`config.mk`:
```
export PLATFORM = sky130hd
export DESIGN_NAME = huffman_decoder_flat
export DESIGN_NICKNAME = d
export VERILOG_FILES = /design/src/rtl/huffman_decoder_if.sv /design/src/rtl/huffman_decoder.sv /design/src/flat_wrapper.sv
export SDC_FILE = /design/constraint.sdc
export NUM_CORES = 1
export LEC_CHECK = 0
export BUFFER_PORTS_ARGS = -buffer_cell sky130_fd_sc_hd__clkbuf_2
export CORE_MARGIN = 8
export CORE_UTILIZATION = 60
export CTS_BUF_LIST = sky130_fd_sc_hd__clkbuf_8
export CTS_CLUSTER_SIZE = 40
export DETAILED_ROUTE_END_ITERATION = 10
export HOLD_SLACK_MARGIN = 0.12
export PLACE_DENSITY_LB_ADDON = 0.08
export SLEW_MARGIN = 20
export SYNTH_ARGS = -nofsm -noshare
export SYNTH_HDL_FRONTEND = slang
export SYNTH_SLANG_ARGS = --single-unit
```
`constraint.sdc`:
```
create_clock -name clk -period 5.2 [get_ports clk]
set_input_delay 0.26 -clock clk [delete_from_list [all_inputs] [get_ports clk]]
set_output_delay 0.26 -clock clk [all_outputs]
set_load 0.01 [all_outputs]
```
`src/rtl/huffman_decoder_if.sv`:
```
// Bit-serial Huffman decoder bus: code table load, serial bit input, symbol/error output.
interface huffman_decoder_if #(parameter int CNT_W = 8);
  logic             tbl_load;
  logic [7:0]       HC1, HC2, HC3, HC4, HC5, HC6;
  logic [7:0]       M1, M2, M3, M4, M5, M6;
  logic             bit_valid;
  logic             bit_in;
  logic             flush;
  logic             bit_ready;
  logic             sym_valid;
  logic [2:0]       sym_out;
  logic             err;
  logic             tbl_err;
  logic [CNT_W-1:0] sym_count;

  modport master (
    output tbl_load, HC1, HC2, HC3, HC4, HC5, HC6, M1, M2, M3, M4, M5, M6,
           bit_valid, bit_in, flush,
    input  bit_ready, sym_valid, sym_out, err, tbl_err, sym_count
  );

  modport slave (
    input  tbl_load, HC1, HC2, HC3, HC4, HC5, HC6, M1, M2, M3, M4, M5, M6,
           bit_valid, bit_in, flush,
    output bit_ready, sym_valid, sym_out, err, tbl_err, sym_count
  );
endinterface

```
`src/rtl/huffman_decoder.sv`:
```
// Bit-serial decoder for a 6-symbol Huffman table of codes up to 8 bits, MSB first.
//   state  | meaning
//   EMPTY  | no valid code table; incoming bits are ignored
//   DECODE | table valid; one code bit accepted per clock
module huffman_decoder #(
  parameter int CNT_W = 8
) (
  input logic              clk,
  input logic              reset,
  huffman_decoder_if.slave bus
);

  typedef enum logic {EMPTY, DECODE} state_t;

  state_t           state;
  logic [7:0]       hc_q [1:6];
  logic [7:0]       m_q  [1:6];
  logic [7:0]       acc;
  logic [3:0]       len;
  logic [CNT_W-1:0] cnt;
  logic             sym_valid_q;
  logic [2:0]       sym_out_q;
  logic             err_q;
  logic             tbl_err_q;

  logic [7:0] hc_in [1:6];
  logic [7:0] m_in  [1:6];
  logic       tbl_ok;
  logic [7:0] acc_next;
  logic [3:0] len_next;
  logic [8:0] len_mask;
  logic       hit;
  logic [2:0] hit_sym;

  assign hc_in[1] = bus.HC1;
  assign hc_in[2] = bus.HC2;
  assign hc_in[3] = bus.HC3;
  assign hc_in[4] = bus.HC4;
  assign hc_in[5] = bus.HC5;
  assign hc_in[6] = bus.HC6;
  assign m_in[1]  = bus.M1;
  assign m_in[2]  = bus.M2;
  assign m_in[3]  = bus.M3;
  assign m_in[4]  = bus.M4;
  assign m_in[5]  = bus.M5;
  assign m_in[6]  = bus.M6;

  // An absent symbol (mask 0) may carry any code value; only present ones are checked.
  always_comb begin
    logic any_present;
    logic all_ok;
    any_present = 1'b0;
    all_ok      = 1'b1;
    for (int i = 1; i <= 6; i++) begin
      if (m_in[i] != 8'd0) begin
        any_present = 1'b1;
        if ((m_in[i] & (m_in[i] + 8'd1)) != 8'd0) all_ok = 1'b0;
        if ((hc_in[i] & ~m_in[i]) != 8'd0)        all_ok = 1'b0;
      end
    end
    tbl_ok = any_present & all_ok;
  end

  // Descending scan so the lowest-numbered matching symbol is the one kept.
  always_comb begin
    acc_next = {acc[6:0], bus.bit_in};
    len_next = len + 4'd1;
    len_mask = (9'd1 << len_next) - 9'd1;
    hit      = 1'b0;
    hit_sym  = 3'd0;
    for (int i = 6; i >= 1; i--) begin
      if (m_q[i] != 8'd0 && {1'b0, m_q[i]} == len_mask &&
          (acc_next & m_q[i]) == hc_q[i]) begin
        hit     = 1'b1;
        hit_sym = 3'(i);
      end
    end
  end

  always_ff @(posedge clk or posedge reset) begin
    if (reset) begin
      state       <= EMPTY;
      for (int i = 1; i <= 6; i++) begin
        hc_q[i] <= 8'd0;
        m_q[i]  <= 8'd0;
      end
      acc         <= 8'd0;
      len         <= 4'd0;
      cnt         <= '0;
      sym_valid_q <= 1'b0;
      sym_out_q   <= 3'd0;
      err_q       <= 1'b0;
      tbl_err_q   <= 1'b0;
    end else begin
      sym_valid_q <= 1'b0;
      err_q       <= 1'b0;
      if (bus.tbl_load) begin
        for (int i = 1; i <= 6; i++) begin
          hc_q[i] <= hc_in[i];
          m_q[i]  <= m_in[i];
        end
        acc       <= 8'd0;
        len       <= 4'd0;
        cnt       <= '0;
        tbl_err_q <= ~tbl_ok;
        state     <= tbl_ok ? DECODE : EMPTY;
      end else if (state == DECODE) begin
        if (bus.flush) begin
          acc   <= 8'd0;
          len   <= 4'd0;
          err_q <= (len != 4'd0);
        end else if (bus.bit_valid) begin
          if (hit) begin
            sym_valid_q <= 1'b1;
            sym_out_q   <= hit_sym;
            acc         <= 8'd0;
            len         <= 4'd0;
            if (cnt != '1) cnt <= cnt + CNT_W'(1);
          end else if (len_next == 4'd8) begin
            err_q <= 1'b1;
            acc   <= 8'd0;
            len   <= 4'd0;
          end else begin
            acc <= acc_next;
            len <= len_next;
          end
        end
      end
    end
  end

  assign bus.bit_ready = (state == DECODE);
  assign bus.sym_valid = sym_valid_q;
  assign bus.sym_out   = sym_out_q;
  assign bus.err       = err_q;
  assign bus.tbl_err   = tbl_err_q;
  assign bus.sym_count = cnt;

endmodule

```
`src/flat_wrapper.sv`:
```
// flat-port wrapper written by rule: the top's interface ports become plain ports
module huffman_decoder_flat 
#(
  parameter int CNT_W = 8
)
  (clk, reset, bus_tbl_load, bus_HC1, bus_HC2, bus_HC3, bus_HC4, bus_HC5, bus_HC6, bus_M1, bus_M2, bus_M3, bus_M4, bus_M5, bus_M6, bus_bit_valid, bus_bit_in, bus_flush, bus_bit_ready, bus_sym_valid, bus_sym_out, bus_err, bus_tbl_err, bus_sym_count);
  huffman_decoder_if #(.CNT_W(CNT_W)) bus_i ();
  input logic clk;
  input logic reset;
  input wire logic [$bits(bus_i.tbl_load)-1:0] bus_tbl_load;
  input wire logic [$bits(bus_i.HC1)-1:0] bus_HC1;
  input wire logic [$bits(bus_i.HC2)-1:0] bus_HC2;
  input wire logic [$bits(bus_i.HC3)-1:0] bus_HC3;
  input wire logic [$bits(bus_i.HC4)-1:0] bus_HC4;
  input wire logic [$bits(bus_i.HC5)-1:0] bus_HC5;
  input wire logic [$bits(bus_i.HC6)-1:0] bus_HC6;
  input wire logic [$bits(bus_i.M1)-1:0] bus_M1;
  input wire logic [$bits(bus_i.M2)-1:0] bus_M2;
  input wire logic [$bits(bus_i.M3)-1:0] bus_M3;
  input wire logic [$bits(bus_i.M4)-1:0] bus_M4;
  input wire logic [$bits(bus_i.M5)-1:0] bus_M5;
  input wire logic [$bits(bus_i.M6)-1:0] bus_M6;
  input wire logic [$bits(bus_i.bit_valid)-1:0] bus_bit_valid;
  input wire logic [$bits(bus_i.bit_in)-1:0] bus_bit_in;
  input wire logic [$bits(bus_i.flush)-1:0] bus_flush;
  output wire logic [$bits(bus_i.bit_ready)-1:0] bus_bit_ready;
  output wire logic [$bits(bus_i.sym_valid)-1:0] bus_sym_valid;
  output wire logic [$bits(bus_i.sym_out)-1:0] bus_sym_out;
  output wire logic [$bits(bus_i.err)-1:0] bus_err;
  output wire logic [$bits(bus_i.tbl_err)-1:0] bus_tbl_err;
  output wire logic [$bits(bus_i.sym_count)-1:0] bus_sym_count;
  assign bus_i.tbl_load = bus_tbl_load;
  assign bus_i.HC1 = bus_HC1;
  assign bus_i.HC2 = bus_HC2;
  assign bus_i.HC3 = bus_HC3;
  assign bus_i.HC4 = bus_HC4;
  assign bus_i.HC5 = bus_HC5;
  assign bus_i.HC6 = bus_HC6;
  assign bus_i.M1 = bus_M1;
  assign bus_i.M2 = bus_M2;
  assign bus_i.M3 = bus_M3;
  assign bus_i.M4 = bus_M4;
  assign bus_i.M5 = bus_M5;
  assign bus_i.M6 = bus_M6;
  assign bus_i.bit_valid = bus_bit_valid;
  assign bus_i.bit_in = bus_bit_in;
  assign bus_i.flush = bus_flush;
  assign bus_bit_ready = bus_i.bit_ready;
  assign bus_sym_valid = bus_i.sym_valid;
  assign bus_sym_out = bus_i.sym_out;
  assign bus_err = bus_i.err;
  assign bus_tbl_err = bus_i.tbl_err;
  assign bus_sym_count = bus_i.sym_count;
  huffman_decoder #(.CNT_W(CNT_W)) u_core (.clk(clk), .reset(reset), .bus(bus_i));
endmodule
```
==> reports/results.tsv <==
stage	metric	value	unit
setup_path	CP max stage cell	dfrtp_1	
logic_synthesis	Synth Register Bits	122	
finish	fin area	10550	sq um
finish	fill cell count	896	
sta	setup TNS	0	ps
detailed_routing	DR WL/cell	23.43	um
placed_design	final HPWL from detailed placement	19.70	mm
detailed_routing	DRC Markers	0	
floorplan	die height	134.6	um
finish	layout cells sized above 1	25.54	%
global_routing	initial antenna violation count	0	
placed_design	# port buffers	116	
global_routing	pin count of the biggest net entering global routing	80	
detailed_routing	Iter 0 DRT Violations	793	
cts	CTS tree	built	
global_routing	GRT overflow	0	
cts	clock root buffer	clkbuf_8	
floorplan	# IOs	117	
pwr	maximum vdd drop	279.4	uV
sta	endpoints failing setup	0	
floorplan	Die W	134.6	um
cts	worst skew pair latency	470	ps
sta	fin crit period	4933	ps
logic_synthesis	Post-synth EDFFs	0	
detailed_routing	Total Wirelength	30.30	mm
detailed_routing	vias	8486	
cts	total number of H-tree levels	4	
logic_synthesis	sequential area share after synthesis	36.17	%
setup_path	RR Endpoint	u_core.bus.err$_DFF_PP0_	
sta	slew of the pin with the lowest slew margin	1081	ps
sta	Max-slew headroom	27.40	%
sta	f_max	202.7	MHz
cts	CTS sink count	122	
setup_path	CP startpoint kind	flop	
cts	CTS buffer count	17	
global_routing	global-route wire length before repair	48.09	mm
pwr	power per cell area	228.6	nW/um^2
global_routing	GRT Resource Usage Total	34.07	%
setup_path	Critical Path Max Stage Delay	680	ps
setup_path	Critical Path RT	5540	ps
hold_path	hold endpoint	u_core.m_q[39]$_DFFE_PP0P_	
sta	Hold Vio Cnt, Final	0	
hold_path	hold path cells	2	
setup_path	critical path class	flop to flop	
detailed_routing	via/cell ratio	6.563	
sta	RSZ-0062 raised after global routing	no	
setup_path	reg2reg start	u_core.len[2]$_DFFE_PP0P_	
status	outcome	completed	
sta	fin crit share	94.87	%
sta	Worst Skew	15.31	ps
logic_synthesis	Mapped Nets	1010	
global_routing	vias in the first global route	8688	
floorplan	Site Rows	43	
finish	Final Net Count	1209	
placed_design	Placed Area	9164	sq um
logic_synthesis	cell area after synthesis	8441	sq um
sta	max-slew violations	0	
setup_path	Critical Path AT	5270	ps
setup_path	Worst Setup End Kind	flop	
setup_path	reg2reg path depth	15	
detailed_routing	ANT nets after route	0	
hold_path	Worst Hold Launch	bus_M2[7]	
logic_synthesis	Mapped Cells	900	
logic_synthesis	prevailing post-synth register cell	dfrtp_1	
floorplan	Die ar.	18120	sq um
detailed_routing	drt first pass iters	7	
cts	CTS Buffer Depth	2	
finish	Area Growth Syn to Fin	25.04	%
sta	hold_ws	157.9	ps
setup_path	CP max FO	17	
flow_run	Max Cap Viol	0	
logic_synthesis	Warnings, synthesis	0	
placed_design	gp weighted congestion	1.019	
floorplan	Core ar.	13830	sq um
setup_path	CP bufs+invs	2	
cts	number of setup buffers added after CTS	0	
setup_path	most used cell, CP	nand4_1	
cts	Worst-path clk slew	80	ps
logic_synthesis	post-synth cell types	87	
pwr	Pleak	4.400	nW
setup_path	flop-to-flop setup slack	270	ps
setup_path	Cell Chain, Critical Path	nand2b_1 > o211ai_1 > nor2_1 > nand2_1 > ha_1 > clkinv_1 > nor3_1 > a31oi_1 > nor4bb_1 > nand4_1 > or4_1 > o221a_1 > nand4_1 > a21oi_1 > dlygate4sd3_1	
hold_path	Min-Delay Path Class	primary input to flop	
logic_synthesis	mean post-synth cell area	9.378	sq um
setup_path	cell family with most CP delay	simple AND/OR/NAND/NOR gates	
logic_synthesis	ys async rst share	100.0	%
floorplan	Starting Density	61.04	%
Yosys cell counts, types with 7 or more instances:
cell,count,area share [%]
a211oi_1,8,0.71
a21oi_1,24,1.4
a31oi_1,7,0.52
a32o_1,7,0.83
and3_1,11,0.82
buf_1,7,0.31
buf_2,7,0.42
clkbuf_1,34,1.5
dfrtp_1,122,36
ha_1,8,1.2
inv_1,31,1.4
mux2_2,90,12
nand2_1,97,4.3
nand2b_1,9,0.67
nand3_1,16,0.95
nand4_1,25,1.9
nand4b_1,7,0.73
nor2_1,53,2.4
nor2b_1,10,0.74
nor3_1,17,1.0
nor4_1,30,2.2
o211ai_1,10,0.89
o21ai_0,36,2.1
o22ai_1,17,1.3
o31ai_1,14,1.2
or2_2,7,0.52
or3_1,10,0.74
xnor2_1,12,1.2
xnor3_1,7,1.9
xor2_1,38,3.9
layout by cell type, fill, tap and decap left out, types with 14 or more instances in the layout:
cell type and count:
nand4_1 25, dfrtp_1 122, nor2_1 53, xor2_1 38
a21oi_1 24, nor3_1 17, o31ai_1 14, mux2_2 90
nand2_1 97, nand3_1 16, dlygate4sd3_1 98, buf_4 20
o21ai_0 36, clkbuf_2 115, inv_1 31, clkbuf_8 17
o22ai_1 17, nor4_1 29
metal layers:
layer | vias to the layer above | track usage [%] | share of wire (%)
met3 | 104 | 9.027 | 9.7
met2 | 509 | 52.65 | 46
li1 | 3772 | - | -
met4 | 0 | 18.47 | 5.2
met1 | 4101 | 42.74 | 39
met5 | - | 0 | 0
report_power, final:
part / switching [W] / leakage, nW / internal, W
registers: 0.0000994 / 1.48 / 0.00102
clock network: 0.000444 / 0.199 / 0.000436
logic: 0.000186 / 2.72 / 0.000225
total: 0.000730 / 4.40 / 0.00168
final cells by class:
type                       instances  area [sq um]  share of cell area (%)
antenna                            1         2.502                 0.02371
multi-input combinational        693          5044                   47.79
sequential                       122          3053                   28.93
clock inverter                    15         166.4                   1.577
inverter                          32         122.6                   1.162
clock buffer                      17         234.0                   2.217
tap                              180         225.2                   2.134
timing repair buffer             233          1707                   16.17
repair_timing:
action	in CTS	in global routing
hold buffers	98	0
resized for setup	0	1
hold endpoints to repair	171	0
endpoints found under the setup margin	0	1
worst reg2reg max path: stages, from the launching register on:
cell	delay (ps)
dfrtp_1	680
nand2b_1	210
o211ai_1	130
nor2_1	400
nand2_1	140
ha_1	340
clkinv_1	340
nor3_1	300
a31oi_1	80
nor4bb_1	310
nand4_1	140
or4_1	460
o221a_1	440
nand4_1	190
a21oi_1	80
dlygate4sd3_1	570
kinds of logic after synthesis:
kind of cell | Yosys count | synth area share [%]
flip-flops | 122 | 36.17
AO/OA/AOI/OAI | 199 | 17.34
multiplexers | 102 | 13.52
buffers and inverters | 85 | 4.151
AND/OR/NAND/NOR | 327 | 20.58
XOR/XNOR | 57 | 7.056
adder cells (fa/ha/maj) | 8 | 1.186
flip-flops by register name (all words and copies together) (netlist names):
register and cells:
u_core.acc 7, u_core.bus.bit_ready 1, u_core.bus.err 1, u_core.bus.sym_count 8, u_core.bus.sym_out 3, u_core.bus.sym_valid 1, u_core.bus.tbl_err 1, u_core.hc_q 48
u_core.len 4, u_core.m_q 48
how the worst max path moves through the flow:
stage	start	end	slack [ps]	cells after the start
2_1_floorplan	u_core.len[0]$_DFFE_PP0P_	u_core.bus.sym_count[4]$_DFFE_PP0P_	1120	16
3_3_place_gp	u_core.len[2]$_DFFE_PP0P_	u_core.bus.sym_out[1]$_DFFE_PP0P_	620	15
3_5_place_dp	u_core.len[2]$_DFFE_PP0P_	u_core.bus.sym_out[1]$_DFFE_PP0P_	580	15
4_1_cts	u_core.len[2]$_DFFE_PP0P_	u_core.bus.err$_DFF_PP0_	350	15
5_1_grt	u_core.len[2]$_DFFE_PP0P_	u_core.bus.err$_DFF_PP0_	10	15
6_report	u_core.len[2]$_DFFE_PP0P_	u_core.bus.err$_DFF_PP0_	270	15
per-stage QoR:
stage | instances | power [W] | worst slack [ps] | utilization (%)
6_report | 1293 | 0.002412 | 266.6 | 76.33
5_1_grt | 1292 | 0.002496 | 11.48 | 76.31
4_1_cts | 1292 | 0.002389 | 349.0 | 76.26
3_5_place_dp | 1162 | 0.001468 | 577.9 | 66.27
3_3_place_gp | 1162 | 0.001461 | 616.0 | 66.27
2_1_floorplan | 900 | 0.001336 | 1117 | -
Power figures use the tool's default switching activity.
